$ cat src/rtl/risc_v_fetch_unit.sv
// Instruction-fetch stage: issues one outstanding imem request at the current PC,
// buffers returned instructions with their PCs, and hands them to decode.
module risc_v_fetch_unit #(
    parameter int ADDR_WIDTH = 32,
    parameter int DATA_WIDTH = 32,
    parameter int FIFO_DEPTH = 2
) (
    input  logic                  clk,
    input  logic                  reset,
    input  logic [ADDR_WIDTH-1:0] pc,
    output logic                  pc_en,
    input  logic                  flush,
    output logic                  imem_req_valid,
    input  logic                  imem_req_ready,
    output logic [ADDR_WIDTH-1:0] imem_req_addr,
    input  logic                  imem_rsp_valid,
    input  logic [DATA_WIDTH-1:0] imem_rsp_data,
    output logic                  out_valid,
    input  logic                  out_ready,
    output logic [ADDR_WIDTH-1:0] out_pc,
    output logic [DATA_WIDTH-1:0] out_instr
);
    localparam int PTR_W = $clog2(FIFO_DEPTH);
    localparam int CNT_W = PTR_W + 1;

    typedef enum logic [1:0] {IDLE, WAIT, DROP} state_t;

    typedef struct packed {
        logic [ADDR_WIDTH-1:0] pc;
        logic [DATA_WIDTH-1:0] instr;
    } entry_t;

    state_t                state, state_nxt;
    entry_t                fifo_mem [FIFO_DEPTH];
    logic [PTR_W-1:0]      rd_ptr, wr_ptr;
    logic [CNT_W-1:0]      count;
    logic [ADDR_WIDTH-1:0] req_pc, aligned_pc;
    logic                  req_fire, push, pop, has_space;

    assign aligned_pc    = {pc[ADDR_WIDTH-1:2], 2'b00};
    assign imem_req_addr = aligned_pc;
    // A request is only issued from IDLE, where no slot is outstanding, so the
    // plain count test already reserves room for the response.
    assign has_space     = count < CNT_W'(FIFO_DEPTH);
    assign req_fire      = imem_req_valid && imem_req_ready;
    assign pc_en         = !reset && (req_fire || flush);

    assign out_valid     = (count != '0) && !flush;
    assign pop           = out_valid && out_ready;
    assign out_pc        = fifo_mem[rd_ptr].pc;
    assign out_instr     = fifo_mem[rd_ptr].instr;

    // Request/response FSM: next state, request valid and FIFO push.
    always_comb begin
        state_nxt      = state;
        imem_req_valid = 1'b0;
        push           = 1'b0;
        case (state)
            IDLE: begin
                imem_req_valid = !reset && !flush && has_space;
                if (imem_req_valid && imem_req_ready) state_nxt = WAIT;
            end
            WAIT: begin
                if (imem_rsp_valid) begin
                    push      = !flush;
                    state_nxt = IDLE;
                end else if (flush) begin
                    state_nxt = DROP;
                end
            end
            DROP: begin
                if (imem_rsp_valid) state_nxt = IDLE;
            end
            default: state_nxt = IDLE;
        endcase
    end

    // State register and PC capture for the in-flight request.
    always_ff @(posedge clk) begin
        if (reset) begin
            state  <= IDLE;
            req_pc <= '0;
        end else begin
            state <= state_nxt;
            if (req_fire) req_pc <= aligned_pc;
        end
    end

    // Buffer storage; contents are don't-care until count says otherwise.
    always_ff @(posedge clk) begin
        if (push) fifo_mem[wr_ptr] <= '{pc: req_pc, instr: imem_rsp_data};
    end

    // Buffer pointers and occupancy; flush empties the buffer at the edge.
    always_ff @(posedge clk) begin
        if (reset || flush) begin
            rd_ptr <= '0;
            wr_ptr <= '0;
            count  <= '0;
        end else begin
            if (push) wr_ptr <= wr_ptr + PTR_W'(1);
            if (pop)  rd_ptr <= rd_ptr + PTR_W'(1);
            count <= count + CNT_W'(push) - CNT_W'(pop);
        end
    end
endmodule
$ cat config.mk
export PLATFORM = sky130hd
export DESIGN_NAME = risc_v_fetch_unit
export DESIGN_NICKNAME = d
export VERILOG_FILES = /design/src/rtl/risc_v_fetch_unit.sv
export SDC_FILE = /design/constraint.sdc
export NUM_CORES = 1
export LEC_CHECK = 0
export CAP_MARGIN = 10
export CORE_UTILIZATION = 49
export DETAILED_ROUTE_END_ITERATION = 12
export MAX_ROUTING_LAYER = met4
export PLACE_DENSITY = 0.8
export SLEW_MARGIN = 10
export SYNTH_ARGS = -nofsm -noshare
export SYNTH_HDL_FRONTEND = slang
export SYNTH_SLANG_ARGS = --single-unit
$ cat constraint.sdc
create_clock -name clk -period 5.1 [get_ports clk]
set_input_delay 0.51 -clock clk [delete_from_list [all_inputs] [get_ports clk]]
set_output_delay 0.51 -clock clk [all_outputs]
set_load 0.01 [all_outputs]
Word-level counts from Yosys, hierarchy flattened. Memory sizes are Yosys's and may differ from the RTL's. A register that Yosys moved wholly into a read port is not among the register bits. Index checks and enable logic that the tools add are counted. Widths: inputs -> output; s select.

Memories: 1. Register bits: 36. Memory bits (writable): 124.

Add/subtract/negate cells: 4. Multiplexer cells: 12. Equal/unequal tests: 5. Magnitude comparators: 1. Reduce and logical (&&, ||, !) cells: 14.

Memories: fifo_mem (words 2, bits a word 62, read ports 1, clocked after Yosys merged registers in 1, write ports 1, line 34) `entry_t fifo_mem [FIFO_DEPTH];`.

Operator list (number): $mux 2 (4); $logic_and 1x1->1 (7); $mux 1 (7); $pmux 2 s3 (1); $ne 2x2->1 const B (2); $ne 3x3->1 const B (1); $reduce_and 3->1 (1); $add 1x1->1 const B (2); $add 2x1->2 (1); $eq 2x1->1 const B (1); $eq 2x2->1 const B (1); $logic_not 1->1 (2); $logic_not 2->1 (1); $logic_or 1x1->1 (2); $lt 2x2->1 const B (1); $reduce_bool 2->1 (1); $sub 2x1->2 (1).

Depth between registers and ports, before layout. Gate-level depths: netlist of run 1.

Depth in word-level cells: 7. Gate-level depth with buffers: 9. Depth with buffers taken out: 8.

Least setup slack after synthesis of run 1. OpenSTA, ideal clock, no wires.

Path type: input port to flip-flop. From: input port flush. To: memory fifo_mem[0][0] (netlist bit) (enable). Library setup time: 482 ps. Arrival: 3534 ps. Data required time: 4618 ps. Path slack: 1083 ps. Cell stages on the path: 3. Path buffers: 1. Cell sequence: buf_6 nand4bb_1 nor2_1.

Word-level cells in the longest chain between the ends: 5.

RTL lines: from (decl) (line 12) `input logic flush,`; $logic_not 1->1 (line 65) `push = !flush;`; $mux 1 (line 64) `if (imem_rsp_valid) begin`; $mux 1 (line 58) `case (state)`; $mux 1 (line 91) `if (push) fifo_mem[wr_ptr] <= '{pc: req_pc, instr: imem_rsp_data};`; $mux 1 (implied by the code) (line 91); to (decl) (line 34).

Every way passes these cells.

==> flow_summary_export.csv, run 1 <==
group,metric,value,unit
placed_design,hpwl,7870,um
sta,slew_violations,0,
logic_synthesis,ys_warn_count,0,
drt,drtPass1Iterations,4,
floorplanning,rows,41,
grt,grt_pass1_wl,19100,um
run_status,status,"finished clean",
logic_synthesis,ys_ff_latch,161,
clock_tree,htreeDepth,4,
clock_tree,clock_latency,0.41,ns
setup_path,crit_type,"reg2out",
sta,slew_headroom,0.239,
drt,drtIter0Drc,202,
grt,antenna_found_initial,0,
flow_run,drv_cap,0,
floorplanning,core_area,12700,um2
sta,fmax,301,MHz
sta,worst_pin_slew,1.14,ns
logic_synthesis,ys_seq_area_frac,0.695,
hold_path,min_path_type,"reg2reg",
finish,fin_cells,725,
setup_path,cp_cell_sequence,"buf_4 -> mux2_2 -> clkdlybuf4s50_1",
sta,tns,0,ns
grt,grt_overflow,0,
finish,final_common_cell,"clkdlybuf4s50_1",
drt,drtAntennaViolNets,0,
sta,setup_viol,0,
logic_synthesis,synth_edf_count,124,
setup_path,slowest_stage,"dfxtp_2",
logic_synthesis,netlist_instances,406,
setup_path,arrival,2.81,ns
setup_path,crit_buf_inv,2,
finish,layout_common_cells,"clkdlybuf4s50_1 (162), edfxtp_1 (124), mux2_2 (63), dfxtp_1 (35), nand2_1 (32)",
floorplanning,design.die.area,13600,um2
clock_tree,clock_path_buffers,2,
placed_design,portBuffers,162,
clock_tree,cts_buffers,17,
finish,syn_to_final_growth,33.0,%
setup_path,cp.required,4.59,ns
logic_synthesis,syn_area_per_cell,15.8,um2
clock_tree,cts_tree,"done",
setup_path,crit_family,"flip-flops",
logic_synthesis,ys_types,28,
floorplanning,die_y,116,um
logic_synthesis,syn_area,6420,um2
setup_path,worstSetupStartpointType,"flip-flop",
floorplanning,initial_core_util,0.505,
placed_design,dp.cells,693,
drt,num_vias,3688,
placed_design,dpl_worst_slack,1.92,ns
clock_tree,root_buffer,"clkbuf_16",
drt,drc,0,
clock_tree,ctsResizeCount,0,
sta,hold_viol,0,
sta,fin_crit,3.32,ns
drt,wl_per_cell,17.5,um
power_and_ir_drop,power_density,330,nW/um2
finish,n_antenna_cell,0,
power_and_ir_drop,leakage,3.08,nW
power_and_ir_drop,ir_worst_vdd,0.176,mV
sta,rsz0062_at_grt,"no",
drt,viasPerCell,5.09,
clock_tree,cts.sinks,161,
finish,fin_nets,612,
grt,grt_pass1_vias,3841,
placed_design,routabilityCongestion,0.729,
floorplanning,pin_count,169,
grt,grt_max_degree,63,
logic_synthesis,ys_async_sr_fraction,0,
grt,track_usage,0.198,
floorplanning,fp.dieW,116,um
sta,fin_ws,1.78,ns
setup_path,crit_fanout,45,
clock_tree,cts_hold_buf,0,
clock_tree,clk_pin_slew,0.06,ns
sta,clock_skew,0.00619,ns
setup_path,max_stage_delay,1.07,ns
setup_path,end_kind,"output port",
sta,finalCritPeriodShare,0.651,
logic_synthesis,ys.flop_type,"edfxtp_1",
drt,postRouteWirelength,12700,um
clock_tree,post_cts_buffers,0,
finish,drive_above_1_share,0.250,
[area by class of cell]
cell class	count	area [um2]
multi-input combinational	186	1590
timing repair buffer	170	1680
fill	935	4180
clock buffer	19	433
sequential	161	4470
tap	172	215
clock inverter	13	138
inverter	4	15.0
[final timing paths]
path                                               from                         to  slack [ns]  cells after the start
worst max-delay path                          flip-flop                 out_pc[16]        1.78                      3
worst min-delay path            req_pc[14]$_SDFFE_PP0P_    req_pc[14]$_SDFFE_PP0P_        0.47                      2
worst max register to register    state[1]$_SDFFE_PP0P_  fifo_mem[1][53]$_DFFE_PP_        2.74                      3
worst min register to register  req_pc[14]$_SDFFE_PP0P_    req_pc[14]$_SDFFE_PP0P_        0.47                      2
[where the power goes]
part	leakage [nW]	internal (mW)	total (mW)	switching [mW]
logic	1.32	0.0917	0.167	0.0757
registers	1.48	1.43	1.44	0.0119
clock network	0.275	0.721	1.21	0.492
[metal layers]
metal,vias up,track usage,share of wire
met5,-,-,0
met1,1802,0.226,0.40
met3,4,0.0529,0.061
met4,0,0.0658,0.0058
met2,133,0.338,0.53
li1,1749,-,-
[flip-flops by register name, indices dropped and copies added, names as in the netlist, named ones only]
register / cells
fifo_mem: 124
req_pc: 30
count: 2
state: 2
rd_ptr: 1
wr_ptr: 1
[worst reg2reg max path: stages, from the launching register on]
cell	delay (ns)
dfxtp_1	0.37
nand4bb_1	0.41
nor2_4	0.81
buf_4	0.43
[cell usage after synthesis (4+ instances only)]
cell type	instances	area (um2)
edfxtp_1	124	3720
nand3_1	30	150
buf_2	10	50.1
nand2_1	32	120
mux2_2	63	709
clkbuf_1	7	26.3
nor2_1	5	18.8
inv_1	4	15.0
buf_4	34	255
dfxtp_1	37	741
buf_6	4	45.0
o211ai_2	30	375
[cells by family (layout without fill, tap and decap cells)]
| kind of cell | after synthesis | after routing | share of synthesized area |
|---|---|---|---|
| AND/OR/NAND/NOR | 79 | 79 | 0.0594 |
| AO/OA/AOI/OAI | 34 | 34 | 0.0623 |
| multiplexers | 64 | 64 | 0.112 |
| XOR/XNOR | 3 | 3 | 0.00409 |
| adder cells (fa/ha/maj) | 2 | 2 | 0.00389 |
| other | 1 | 4 | 0.000584 |
| buffers and inverters | 62 | 206 | 0.0627 |
| flip-flops | 161 | 161 | 0.695 |
[per-stage QoR]
step,hold slack (ns),util,instance area (um2),power (mW)
3_3_place_gp,0.451,0.627,7970,1.63
3_5_place_dp,0.456,0.627,7970,1.63
2_1_floorplan,0.443,-,6430,1.55
5_1_grt,0.485,0.672,8540,2.91
4_1_cts,0.468,0.672,8540,2.85
6_report,0.469,0.672,8540,2.82
Note: power is estimated with default switching activity, not from simulation.
==> run 2: changes to the inputs <==
==> constraint.sdc (replaced) <==
create_clock -name clk -period 3.4 [get_ports clk]
set_input_delay 0.34 -clock clk [delete_from_list [all_inputs] [get_ports clk]]
set_output_delay 0.34 -clock clk [all_outputs]
set_load 0.01 [all_outputs]
==> flow_summary_export.csv, run 2 (synthesis results as in run 1) <==
group,metric,value,unit
sta,setup_viol,0,
power_and_ir_drop,clkPwrFrac,0.424,
placed_design,portBuffers,162,
setup_path,r2r-end,"count[1]$_SDFF_PP0_",
clock_tree,cts_buffers,17,
drt,postRouteWirelength,12500,um
sta,hold_slack,0.468,ns
setup_path,crit_family,"buffers and inverters",
finish,fin_area,8560,um2
clock_tree,cts_tree,"done",
floorplanning,design.die.area,13600,um2
setup_path,cp.depth,3,
grt,antenna_found_initial,0,
setup_path,cp.required,3.06,ns
finish,fin_nets,614,
sta,slew_headroom,0.621,
sta,tns,0,ns
finish,largestRegisters,"fifo_mem x124, req_pc x30",
floorplanning,rows,41,
setup_path,worstSetupStartpointType,"flip-flop",
floorplanning,die_y,116,um
clock_tree,clk_pin_slew,0.06,ns
power_and_ir_drop,leakage,3.08,nW
floorplanning,core_area,12700,um2
sta,fin_crit,2.64,ns
setup_path,cp_cell_sequence,"buf_4 -> mux2_2 -> clkdlybuf4s50_1",
hold_path,hp-start,"req_pc[3]$_SDFFE_PP0P_",
finish,fin_cells,727,
setup_path,rrSetupSlack,1.46,ns
setup_path,crit_buf_inv,2,
drt,viasPerCell,5.14,
sta,fin_ws,0.757,ns
setup_path,r2r_start,"state[1]$_SDFFE_PP0P_",
finish,n_antenna_cell,0,
grt,track_usage,0.198,
drt,drtPass1Iterations,4,
power_and_ir_drop,power_density,489,nW/um2
power_and_ir_drop,power_frac_seq,0.516,
grt,grt_pass1_wl,19200,um
drt,drtIter0Drc,241,
placed_design,dpl_worst_slack,0.800,ns
floorplanning,initial_core_util,0.505,
drt,drc,0,
drt,wl_per_cell,17.2,um
hold_path,min_path_type,"reg2reg",
run_status,status,"finished clean",
finish,top_register,"fifo_mem",
setup_path,max_stage_delay,0.67,ns
finish,drive_above_1_share,0.249,
floorplanning,pin_count,169,
clock_tree,cts_hold_buf,0,
setup_path,crit_type,"reg2out",
clock_tree,cts.sinks,161,
power_and_ir_drop,switching_share,0.200,
sta,finalCritPeriodShare,0.777,
sta,clock_skew,0.00984,ns
sta,hold_viol,0,
clock_tree,ctsResizeCount,0,
clock_tree,htreeDepth,4,
placed_design,routabilityCongestion,0.740,
placed_design,dp.cells,695,
setup_path,crit_fanout,19,
floorplanning,fp.dieW,116,um
placed_design,place_area,8000,um2
finish,final_common_cell,"clkdlybuf4s50_1",
setup_path,reg2reg_depth,7,
drt,drtAntennaViolNets,0,
power_and_ir_drop,p_switching,0.837,mW
finish,largest_reg_flops,124,
setup_path,end_kind,"output port",
finish,layout_common_cells,"clkdlybuf4s50_1 (162), edfxtp_1 (124), mux2_2 (63), dfxtp_1 (35), nand2_1 (32)",
power_and_ir_drop,p_int,3.35,mW
grt,grt_max_degree,35,
grt,grt_pass1_vias,3932,
finish,syn_to_final_growth,33.3,%
placed_design,hpwl,7880,um
sta,slew_violations,0,
flow_run,drv_cap,0,
clock_tree,post_cts_buffers,0,
sta,fmax,378,MHz
clock_tree,clock_latency,0.41,ns
drt,num_vias,3738,
setup_path,slowest_stage,"dfxtp_2",
power_and_ir_drop,pwr-share-comb,0.060,
sta,worst_pin_slew,0.568,ns
clock_tree,root_buffer,"clkbuf_16",
setup_path,crit_end,"out_pc[2]",
clock_tree,clock_path_buffers,2,
sta,rsz0062_at_grt,"no",
grt,grt_overflow,0,
power_and_ir_drop,ir_worst_vdd,0.263,mV
setup_path,arrival,2.30,ns
## run 2: power groups by stage
stage	registers [mW]	clock network, mW	logic (mW)
floorplan	2.20	0	0.122
global placement	2.20	0	0.244
detailed placement	2.20	0	0.251
CTS	2.16	1.81	0.253
global route	2.16	1.89	0.268
finish	2.16	1.78	0.251
## run 2: how the worst min path moves through the flow
stage / end / slack [ns] / cells after the start
final: req_pc[3]$_SDFFE_PP0P_ / 0.47 / 2
after global routing: fifo_mem[0][38]$_DFFE_PP_ / 0.49 / 0
after CTS: req_pc[3]$_SDFFE_PP0P_ / 0.47 / 2
after detailed placement: fifo_mem[0][49]$_DFFE_PP_ / 0.46 / 0
after global placement: fifo_mem[0][44]$_DFFE_PP_ / 0.45 / 0
after floorplan: state[1]$_SDFFE_PP0P_ / 0.42 / 1
## run 2: cell type report
| class | instances | area [um2] |
|---|---|---|
| Sequential cell | 161 | 4470 |
| Fill cell | 930 | 4160 |
| Timing Repair Buffer | 172 | 1710 |
| Multi-Input combinational cell | 186 | 1590 |
| Clock buffer | 24 | 483 |
| Tap cell | 172 | 215 |
| Clock inverter | 8 | 78.8 |
| Inverter | 4 | 15.0 |
## run 2: per-layer routing
metal | share of wire | global-route usage | vias up | wire (um)
met5 | 0 | - | - | 0
met4 | 0.0091 | 0.0795 | 0 | 114
met3 | 0.067 | 0.0467 | 10 | 838
met2 | 0.53 | 0.348 | 143 | 6640
met1 | 0.39 | 0.216 | 1827 | 4890
li1 | - | - | 1758 | -
## run 2: through the flow
| stage | util | power [mW] |
|---|---|---|
| detailed placement | 0.629 | 2.45 |
| floorplan | - | 2.32 |
| global placement | 0.629 | 2.44 |
| finish | 0.673 | 4.19 |
| CTS | 0.673 | 4.22 |
| global route | 0.673 | 4.32 |
## run 2: worst min-delay path, stage by stage, from the launching register on
cell      delay (ns)
dfxtp_1         0.32
o211ai_2        0.06
nand2_1         0.05
